`src/rtl/hs32_arb_pkg.sv`:
```
// Shared types and constants for the HS32 two-port memory arbiter.
// Round-robin tie breaking is enabled by defining HS32_ARB_ROUNDROBIN_EN.
package hs32_arb_pkg;

    typedef enum logic [1:0] {
        IDLE = 2'd0,
        BUSY = 2'd1,
        RESP = 2'd2
    } arb_state_t;

    localparam logic ARB_PORT_FETCH = 1'b0;
    localparam logic ARB_PORT_DATA  = 1'b1;

    localparam int ARB_TIMEOUT_DEFAULT = 255;

endpackage

```
`src/rtl/hs32_arb_timer.sv`:
```
// Clearable up-counter that flags the last wait cycle of a bus transaction.
// Part of hs32_mem_arbiter (HS32_ARB_ROUNDROBIN_EN selects tie policy there).
module hs32_arb_timer
    import hs32_arb_pkg::*;
#(
    parameter int TIMEOUT = ARB_TIMEOUT_DEFAULT,
    parameter int TW      = 8
) (
    input  logic clk,
    input  logic reset_n,
    input  logic clr,
    input  logic en,
    output logic expired
);

    logic [TW-1:0] count;

    always_ff @(posedge clk or negedge reset_n) begin
        if (!reset_n) begin
            count <= '0;
        end else if (clr) begin
            count <= '0;
        end else if (en) begin
            count <= count + TW'(1);
        end
    end

    // High on the edge where the count would reach TIMEOUT.
    assign expired = (count == TW'(TIMEOUT - 1));

endmodule

```
`src/rtl/hs32_mem_arbiter.sv`:
```
// Two-port (fetch/data) word arbiter onto one strobed memory bus with timeout.
// Define HS32_ARB_ROUNDROBIN_EN for alternating tie grants; default is data-first.
module hs32_mem_arbiter
    import hs32_arb_pkg::*;
#(
    parameter int TIMEOUT = ARB_TIMEOUT_DEFAULT,
    parameter int TW      = 8
) (
    input  logic        clk,
    input  logic        reset_n,
    input  logic [31:0] addr0,
    input  logic [31:0] addr1,
    input  logic [31:0] dtw0,
    input  logic [31:0] dtw1,
    input  logic        rw0,
    input  logic        rw1,
    input  logic        reqm0,
    input  logic        reqm1,
    output logic [31:0] dtr0,
    output logic [31:0] dtr1,
    output logic        ackm0,
    output logic        ackm1,
    output logic        err0,
    output logic        err1,
    output logic [31:0] maddr,
    output logic [31:0] mdtw,
    output logic        mrw,
    output logic        mstb,
    input  logic [31:0] mdtr,
    input  logic        mack
);

    arb_state_t state;
    logic       gnt;
    logic       pick;
    logic       any_req;
    logic       expired;

    assign any_req = reqm0 | reqm1;

`ifdef HS32_ARB_ROUNDROBIN_EN
    logic last_gnt;

    always_comb begin
        pick = reqm1 ? ARB_PORT_DATA : ARB_PORT_FETCH;
        if (reqm0 && reqm1) begin
            pick = ~last_gnt;
        end
    end

    always_ff @(posedge clk or negedge reset_n) begin
        if (!reset_n) begin
            last_gnt <= ARB_PORT_DATA;
        end else if (state == IDLE && any_req) begin
            last_gnt <= pick;
        end
    end
`else
    always_comb begin
        pick = reqm1 ? ARB_PORT_DATA : ARB_PORT_FETCH;
    end
`endif

    hs32_arb_timer #(
        .TIMEOUT (TIMEOUT),
        .TW      (TW)
    ) u_timer (
        .clk     (clk),
        .reset_n (reset_n),
        .clr     (state != BUSY),
        .en      (state == BUSY),
        .expired (expired)
    );

    always_ff @(posedge clk or negedge reset_n) begin
        if (!reset_n) begin
            state <= IDLE;
            gnt   <= ARB_PORT_FETCH;
            maddr <= '0;
            mdtw  <= '0;
            mrw   <= 1'b0;
            mstb  <= 1'b0;
            dtr0  <= '0;
            dtr1  <= '0;
            ackm0 <= 1'b0;
            ackm1 <= 1'b0;
            err0  <= 1'b0;
            err1  <= 1'b0;
        end else begin
            ackm0 <= 1'b0;
            ackm1 <= 1'b0;
            unique case (state)
                IDLE: begin
                    if (any_req) begin
                        gnt   <= pick;
                        maddr <= pick ? addr1 : addr0;
                        mdtw  <= pick ? dtw1 : dtw0;
                        mrw   <= pick ? rw1 : rw0;
                        mstb  <= 1'b1;
                        state <= BUSY;
                    end
                end
                BUSY: begin
                    // A late mack on the expiry edge still counts as success.
                    if (mack) begin
                        mstb  <= 1'b0;
                        state <= RESP;
                        if (gnt) begin
                            dtr1  <= mrw ? '0 : mdtr;
                            err1  <= 1'b0;
                            ackm1 <= 1'b1;
                        end else begin
                            dtr0  <= mrw ? '0 : mdtr;
                            err0  <= 1'b0;
                            ackm0 <= 1'b1;
                        end
                    end else if (expired) begin
                        mstb  <= 1'b0;
                        state <= RESP;
                        if (gnt) begin
                            dtr1  <= '0;
                            err1  <= 1'b1;
                            ackm1 <= 1'b1;
                        end else begin
                            dtr0  <= '0;
                            err0  <= 1'b1;
                            ackm0 <= 1'b1;
                        end
                    end
                end
                RESP: begin
                    state <= IDLE;
                end
                default: begin
                    state <= IDLE;
                end
            endcase
        end
    end

endmodule
```
`config.mk`:
```
export PLATFORM = sky130hd
export DESIGN_NAME = hs32_mem_arbiter
export DESIGN_NICKNAME = d
export VERILOG_FILES = /design/src/rtl/hs32_arb_pkg.sv /design/src/rtl/hs32_arb_timer.sv /design/src/rtl/hs32_mem_arbiter.sv
export SDC_FILE = /design/constraint.sdc
export NUM_CORES = 1
export LEC_CHECK = 0
export CORE_UTILIZATION = 43
export CTS_CLUSTER_SIZE = 12
export DETAILED_ROUTE_END_ITERATION = 16
export GPL_TIMING_DRIVEN = 0
export PLACE_DENSITY = 0.91
export SYNTH_ARGS = -nofsm -noshare
export SYNTH_HDL_FRONTEND = slang
export SYNTH_SLANG_ARGS = --single-unit
```
`constraint.sdc`:
```
create_clock -name clk -period 1.9 [get_ports clk]
set_clock_uncertainty 0.1 [all_clocks]
set_input_delay 0.19 -clock clk [delete_from_list [all_inputs] [get_ports clk]]
set_output_delay 0.19 -clock clk [all_outputs]
set_load 0.01 [all_outputs]
```
==> results.cfg, run 1 <==
[timing]
relSlewSlack_pct = 59.8
max_freq_mhz = 550
finalHoldViolCount = 0
period_share_pct = 95.6
setup_viol = 0
final.setup.worst_slack_ps = 83.4
worst_pin_slew_ps = 604
rsz0062_at_grt = true
finalMaxSlewViolations = 0
fin_tns_setup_ps = 0
fin_crit_ps = 1820

[routing]
drtIter0Drc = 267
ant_nets = 0
num_vias = 5648
routed_wl_um = 20500
route.detailed.drc = 0
detail_route.wl_per_cell_um = 18.1
viasPerCell = 4.98
first_pass_iters = 4

[power_and_ir_drop]
p_leak_nw = 4.94
power.total_mw = 16.7
power.internal_mw = 11.4
vdd_ir_drop_max_uv = 797
power_switching_share_pct = 32.1
seqPwrFrac_pct = 32.5
p_clk_share_pct = 21.7
power_density_mw_per_mm2 = 1520
p_switching_mw = 5.38
comb_power_share_pct = 45.7

[finish]
final_util_pct = 69.3
final_cell_mix = clkdlybuf4s50_1, dfrtp_1, mux2_2, inv_1, mux2i_1
drive_gt1_share_pct = 21.2
area.growth.synth_to_final_pct = 56.3
fin_nets = 1074
final_common_cell = clkdlybuf4s50_1
stdcell_count = 1134

[worst_setup_path]
path_delay_family = buffers and inverters
crit_path_max_fanout = 10
critical_path_buf_inv_count = 3
arrival_ps = 2010
crit_top_cell = mux2_2
crit_type = primary input to register
crit_path_top_delay_cell = clkdlybuf4s50_1
end_kind = register
critPathRequiredTime_ps = 2100
critical_path.cell_chain = clkdlybuf4s50_1, clkbuf_4, buf_2, mux2_2, mux2_2
slowest_delay_ps = 580
crit_path_start_kind = primary input

[grt]
overflow = 0
grt_pass1_wl_um = 31200
grt_pass1_vias = 5921
antenna_found_initial = 1
grt_usage_pct = 24.5
grt_max_degree = 83

[synth]
avgSynthCellArea_sq_um = 12.1
synth_area_leaders = dfrtp_1, mux2_2, mux2i_1, o21ai_0, and3b_1
syn-num-nets = 752
ys_ff_latch = 145
synth_top_area_cell = dfrtp_1
syn_inst = 583
synth_cell_type_count = 34
synth_top_cell_area_share_pct = 51.3
yosysSeqAreaShare_pct = 51.3
synth_area_sq_mm = 0.00707
synth_warnings = 0

[die]
fp.dieW_um = 130
rows = 46
io_pins = 301
initial_core_util_pct = 44.3
die_area_sq_mm = 0.0170
coreArea_sq_mm = 0.0159
die_h_um = 130

[run_status]
status = finished clean

[cts]
cts_max_level = 4
root_buffer = clkbuf_16
numCtsBuffers = 17
tritoncts = yes
clkTransAtPathRegs_ps = 60
clk_path_buf_depth = 2
clock_latency_ps = 410
clock-sinks = 145

[placed_design]
dp_cells = 1100
port_buffers = 300
dp_hpwl_um = 15600
gp_congestion = 0.827
post-place-ws_ps = -421

[run]
max_cap_violations = 0

[worst_hold_path]
min_path_type = primary input to asynchronous set/reset pin
worst paths after layout:
path	startpoint	to	slack [ps]	cells after the start
max	reqm1	mdtw[23]$_DFFE_PN0P_	80	5
min	reset_n	dtr1[6]$_DFFE_PN0P_	230	2
min reg2reg	u_timer.count[0]$_DFF_PN0_	u_timer.count[0]$_DFF_PN0_	380	1
max reg2reg	state[0]$_DFFE_PN0P_	maddr[21]$_DFFE_PN0P_	110	4
max in group asynchronous	reset_n	maddr[10]$_DFFE_PN0P_	630	3
min in group clk	u_timer.count[0]$_DFF_PN0_	u_timer.count[0]$_DFF_PN0_	380	1
cells in the mapped netlist:
cell / n
a31oi_1: 1
nand4_1: 1
mux2_2: 131
a21oi_1: 5
ha_1: 2
and3b_1: 33
xnor2_1: 1
a21o_1: 1
o21ai_0: 64
nand2b_1: 1
nor3_2: 1
nand3_1: 4
a2bb2oi_1: 1
buf_1: 1
nand2_1: 1
buf_4: 8
a211o_1: 1
nor3_1: 1
a21o_2: 1
mux2i_1: 64
nor3b_1: 1
and4_4: 1
nor2b_1: 1
xor2_1: 2
and2_1: 2
clkbuf_1: 12
dfrtp_1: 145
o21ai_1: 3
or3_1: 3
nor2_1: 7
buf_2: 14
inv_1: 66
buf_6: 1
and3_1: 2
registers in the layout (all words and copies together) (netlist names), 2 cells and up:
name	count
dtr0	32
dtr1	32
maddr	32
mdtw	32
state	2
u_timer.count	8
power by group through the flow:
stage	combinational, mW	sequential (mW)	clock [mW]
final	7.66	5.44	3.64
after floorplan	3.07	5.97	0
after CTS	7.71	5.45	3.71
after global routing	8.19	5.63	3.85
after global placement	7.50	5.38	0
after detailed placement	7.67	5.47	0
logic make-up after synthesis:
logic type	after synthesis	synth area share (%)
buffers and inverters	102	6.19
AO/OA/AOI/OAI	77	5.66
XOR/XNOR	3	0.372
multiplexers	195	29.9
AND/OR/NAND/NOR	59	6.16
flip-flops	145	51.3
adder cells (fa/ha/maj)	2	0.354
layout make-up:
class                      instances  area [sq um]
fill                            1163          4900
sequential                       145          3630
timing repair buffer             303          3050
multi-input combinational        336          3010
clock buffer                      20           457
tap                              216           270
inverter                          66           248
buffer                            36           198
clock inverter                    11           185
antenna                            1          2.50
layer usage:
layer	routed length, um	GRT usage [%]
met1	8390	28.7
met4	703	11.8
met5	0	0
met3	1120	6.36
met2	10300	41.9
metrics by stage:
stage / instance area (sq um) / hold slack [ps]
finish: 11000 / 235
global route: 11000 / 267
CTS: 11000 / 254
detailed placement: 10400 / 120
global placement: 10300 / 383
floorplan: 7070 / -206
timing repair:
| action | CTS | global route |
|---|---|---|
| setup endpoints to repair | 15 | 53 |
| gates resized for setup | 3 | 6 |
| hold buffers | 1 | 0 |
| buffers inserted | 0 | 1 |
| endpoints found under the hold margin | 63 | 0 |
No activity file was read; power rests on OpenSTA's default activity.
==> inputs of run 2 (changes only) <==
--- a/config.mk
+++ b/config.mk
@@ -5,11 +5,12 @@
 export SDC_FILE = /design/constraint.sdc
 export NUM_CORES = 1
 export LEC_CHECK = 0
-export CORE_UTILIZATION = 43
+export CORE_MARGIN = 5
+export CORE_UTILIZATION = 46
 export CTS_CLUSTER_SIZE = 12
 export DETAILED_ROUTE_END_ITERATION = 16
 export GPL_TIMING_DRIVEN = 0
-export PLACE_DENSITY = 0.91
+export PLACE_DENSITY = 0.95
 export SYNTH_ARGS = -nofsm -noshare
 export SYNTH_HDL_FRONTEND = slang
 export SYNTH_SLANG_ARGS = --single-unit
==> constraint.sdc (replaced) <==
create_clock -name clk -period 2.3 [get_ports clk]
set_clock_uncertainty 0.1 [all_clocks]
set_input_delay 0.23 -clock clk [delete_from_list [all_inputs] [get_ports clk]]
set_output_delay 0.23 -clock clk [all_outputs]
set_load 0.01 [all_outputs]
==> results.cfg, run 2 (synthesized netlist as in run 1, its figures left out) <==
[run_status]
status = finished clean

[die]
coreArea_sq_mm = 0.0151
fp.dieW_um = 134
io_pins = 301
die_area_sq_mm = 0.0179
rows = 45
initial_core_util_pct = 46.7
die_h_um = 134

[finish]
fin_nets = 1073
stdcell_count = 1106
final_util_pct = 72.4
final_common_cell = clkdlybuf4s50_1
final_cell_mix = clkdlybuf4s50_1, dfrtp_1, mux2_2, inv_1
area.growth.synth_to_final_pct = 55.1
drive_gt1_share_pct = 20.6

[worst_setup_path]
critical_path.cell_chain = inv_1, ha_1, and3_1, a21o_2, buf_6, clkbuf_1, o21ai_0
crit_type = register to register
crit_path_max_fanout = 10
crit_path_top_delay_cell = dfrtp_1
arrival_ps = 2130
crit_path_start_kind = register
critPathRequiredTime_ps = 2460
end_kind = register
slowest_delay_ps = 430

[worst_hold_path]
min_path_type = primary input to asynchronous set/reset pin

[timing]
fin_tns_setup_ps = 0
rsz0062_at_grt = false
relSlewSlack_pct = 52.8
max_freq_mhz = 508
period_share_pct = 85.6
worst_pin_slew_ps = 708
finalHoldViolCount = 0
fin_crit_ps = 1970
finalMaxSlewViolations = 0
setup_viol = 0
worst_hold_slack_ps = 297
final.setup.worst_slack_ps = 331

[routing]
viasPerCell = 5.17
ant_nets = 0
top_layer = met4
first_pass_iters = 4
route.detailed.drc = 0
detail_route.wl_per_cell_um = 19.9
dr_wl_met2_um = 11600
met1_length_um = 8590
routed_wl_um = 22100
dr_wl_met3_um = 1010
drtIter0Drc = 255
num_vias = 5719

[grt]
overflow = 0
grt_usage_pct = 24.4
antenna_found_initial = 1
grt_max_degree = 75
grt_pass1_vias = 6169
grt_pass1_wl_um = 33800

[placed_design]
port_buffers = 300
gp_congestion = 0.879
post-place-ws_ps = -30.8
dp_cells = 1072
dp_hpwl_um = 16900

[cts]
clkTransAtPathRegs_ps = 60
cts_max_level = 4
numCtsBuffers = 17
clock_latency_ps = 410
clock-sinks = 145
postCtsSetupBuffers = 0
post_cts_resized = 0
tritoncts = yes
clk_path_buf_depth = 2
root_buffer = clkbuf_16

[power_and_ir_drop]
vdd_ir_drop_max_uv = 711
p_leak_nw = 4.91
power_density_mw_per_mm2 = 1250

[run]
max_cap_violations = 0
==> run 2: cell count changes in the layout (fill, tap and decap cells not counted) <==
cell	before	now
clkinv_4	0	1
nor3_4	1	0
clkbuf_4	1	0
o21ai_1	5	3
bufinv_16	5	3
clkbuf_8	2	4
nor3_2	0	1
buf_4	9	8
buf_2	13	14
clkbuf_1	9	14
o21ai_0	62	64
clkbuf_2	4	0
clkinv_2	4	3
==> run 2: per-layer routing <==
metal  vias up  GRT usage, %
met5         -             0
met4         0          10.9
met3        54          5.40
met2       178          43.2
met1      2830          28.2
li1       2657             -
==> run 2: final cells by class <==
cell class,count,area [sq um]
Fill cell,997,4180
Sequential cell,145,3630
Timing Repair Buffer,302,3040
Multi-Input combinational cell,336,3000
Clock buffer,23,488
Inverter,66,248
Tap cell,188,235
Buffer,36,190
Clock inverter,9,129
Antenna cell,1,2.50
==> run 2: power breakdown <==
part | switching [mW] | leakage [nW] | internal (mW)
registers | 0.805 | 1.60 | 3.71
clock network | 1.04 | 0.299 | 1.82
logic | 2.68 | 3.00 | 3.70
total | 4.53 | 4.91 | 9.22
==> run 2: path summary, 6_finish.rpt <==
kind / start / endpoint / slack, ps / depth (start not counted)
max: u_timer.count[0]$_DFF_PN0_ / dtr0[22]$_DFFE_PN0P_ / 330 / 7
max reg2reg: u_timer.count[0]$_DFF_PN0_ / dtr0[22]$_DFFE_PN0P_ / 330 / 7
max in group asynchronous: reset_n / ackm1$_DFF_PN0_ / 1000 / 3
min reg2reg: mdtw[15]$_DFFE_PN0P_ / mdtw[15]$_DFFE_PN0P_ / 400 / 1
min in group clk: mdtw[15]$_DFFE_PN0P_ / mdtw[15]$_DFFE_PN0P_ / 400 / 1
min: reset_n / dtr0[6]$_DFFE_PN0P_ / 300 / 2
==> run 2: through the flow <==
step | power, mW | area, sq um
finish | 13.7 | 11000
global route | 14.5 | 11000
CTS | 13.9 | 11000
detailed placement | 10.9 | 10300
global placement | 10.7 | 10300
floorplan | 7.47 | 7070
==> run 2: repair_timing <==
item,4_1_cts,5_1_grt
endpoints found under the hold margin,73,0
setup endpoints to repair,0,0
hold buffers,1,0
==> run 2: worst max-delay path: cells and delay by family (launching register included) <==
| kind | cells | cell delay (ps) |
|---|---|---|
| adders and majority gates | 1 | 140 |
| AOI/OAI and AO/OA | 2 | 340 |
| and+or+nand+nor | 1 | 210 |
| DFF | 1 | 430 |
| buffers and inverters | 3 | 610 |
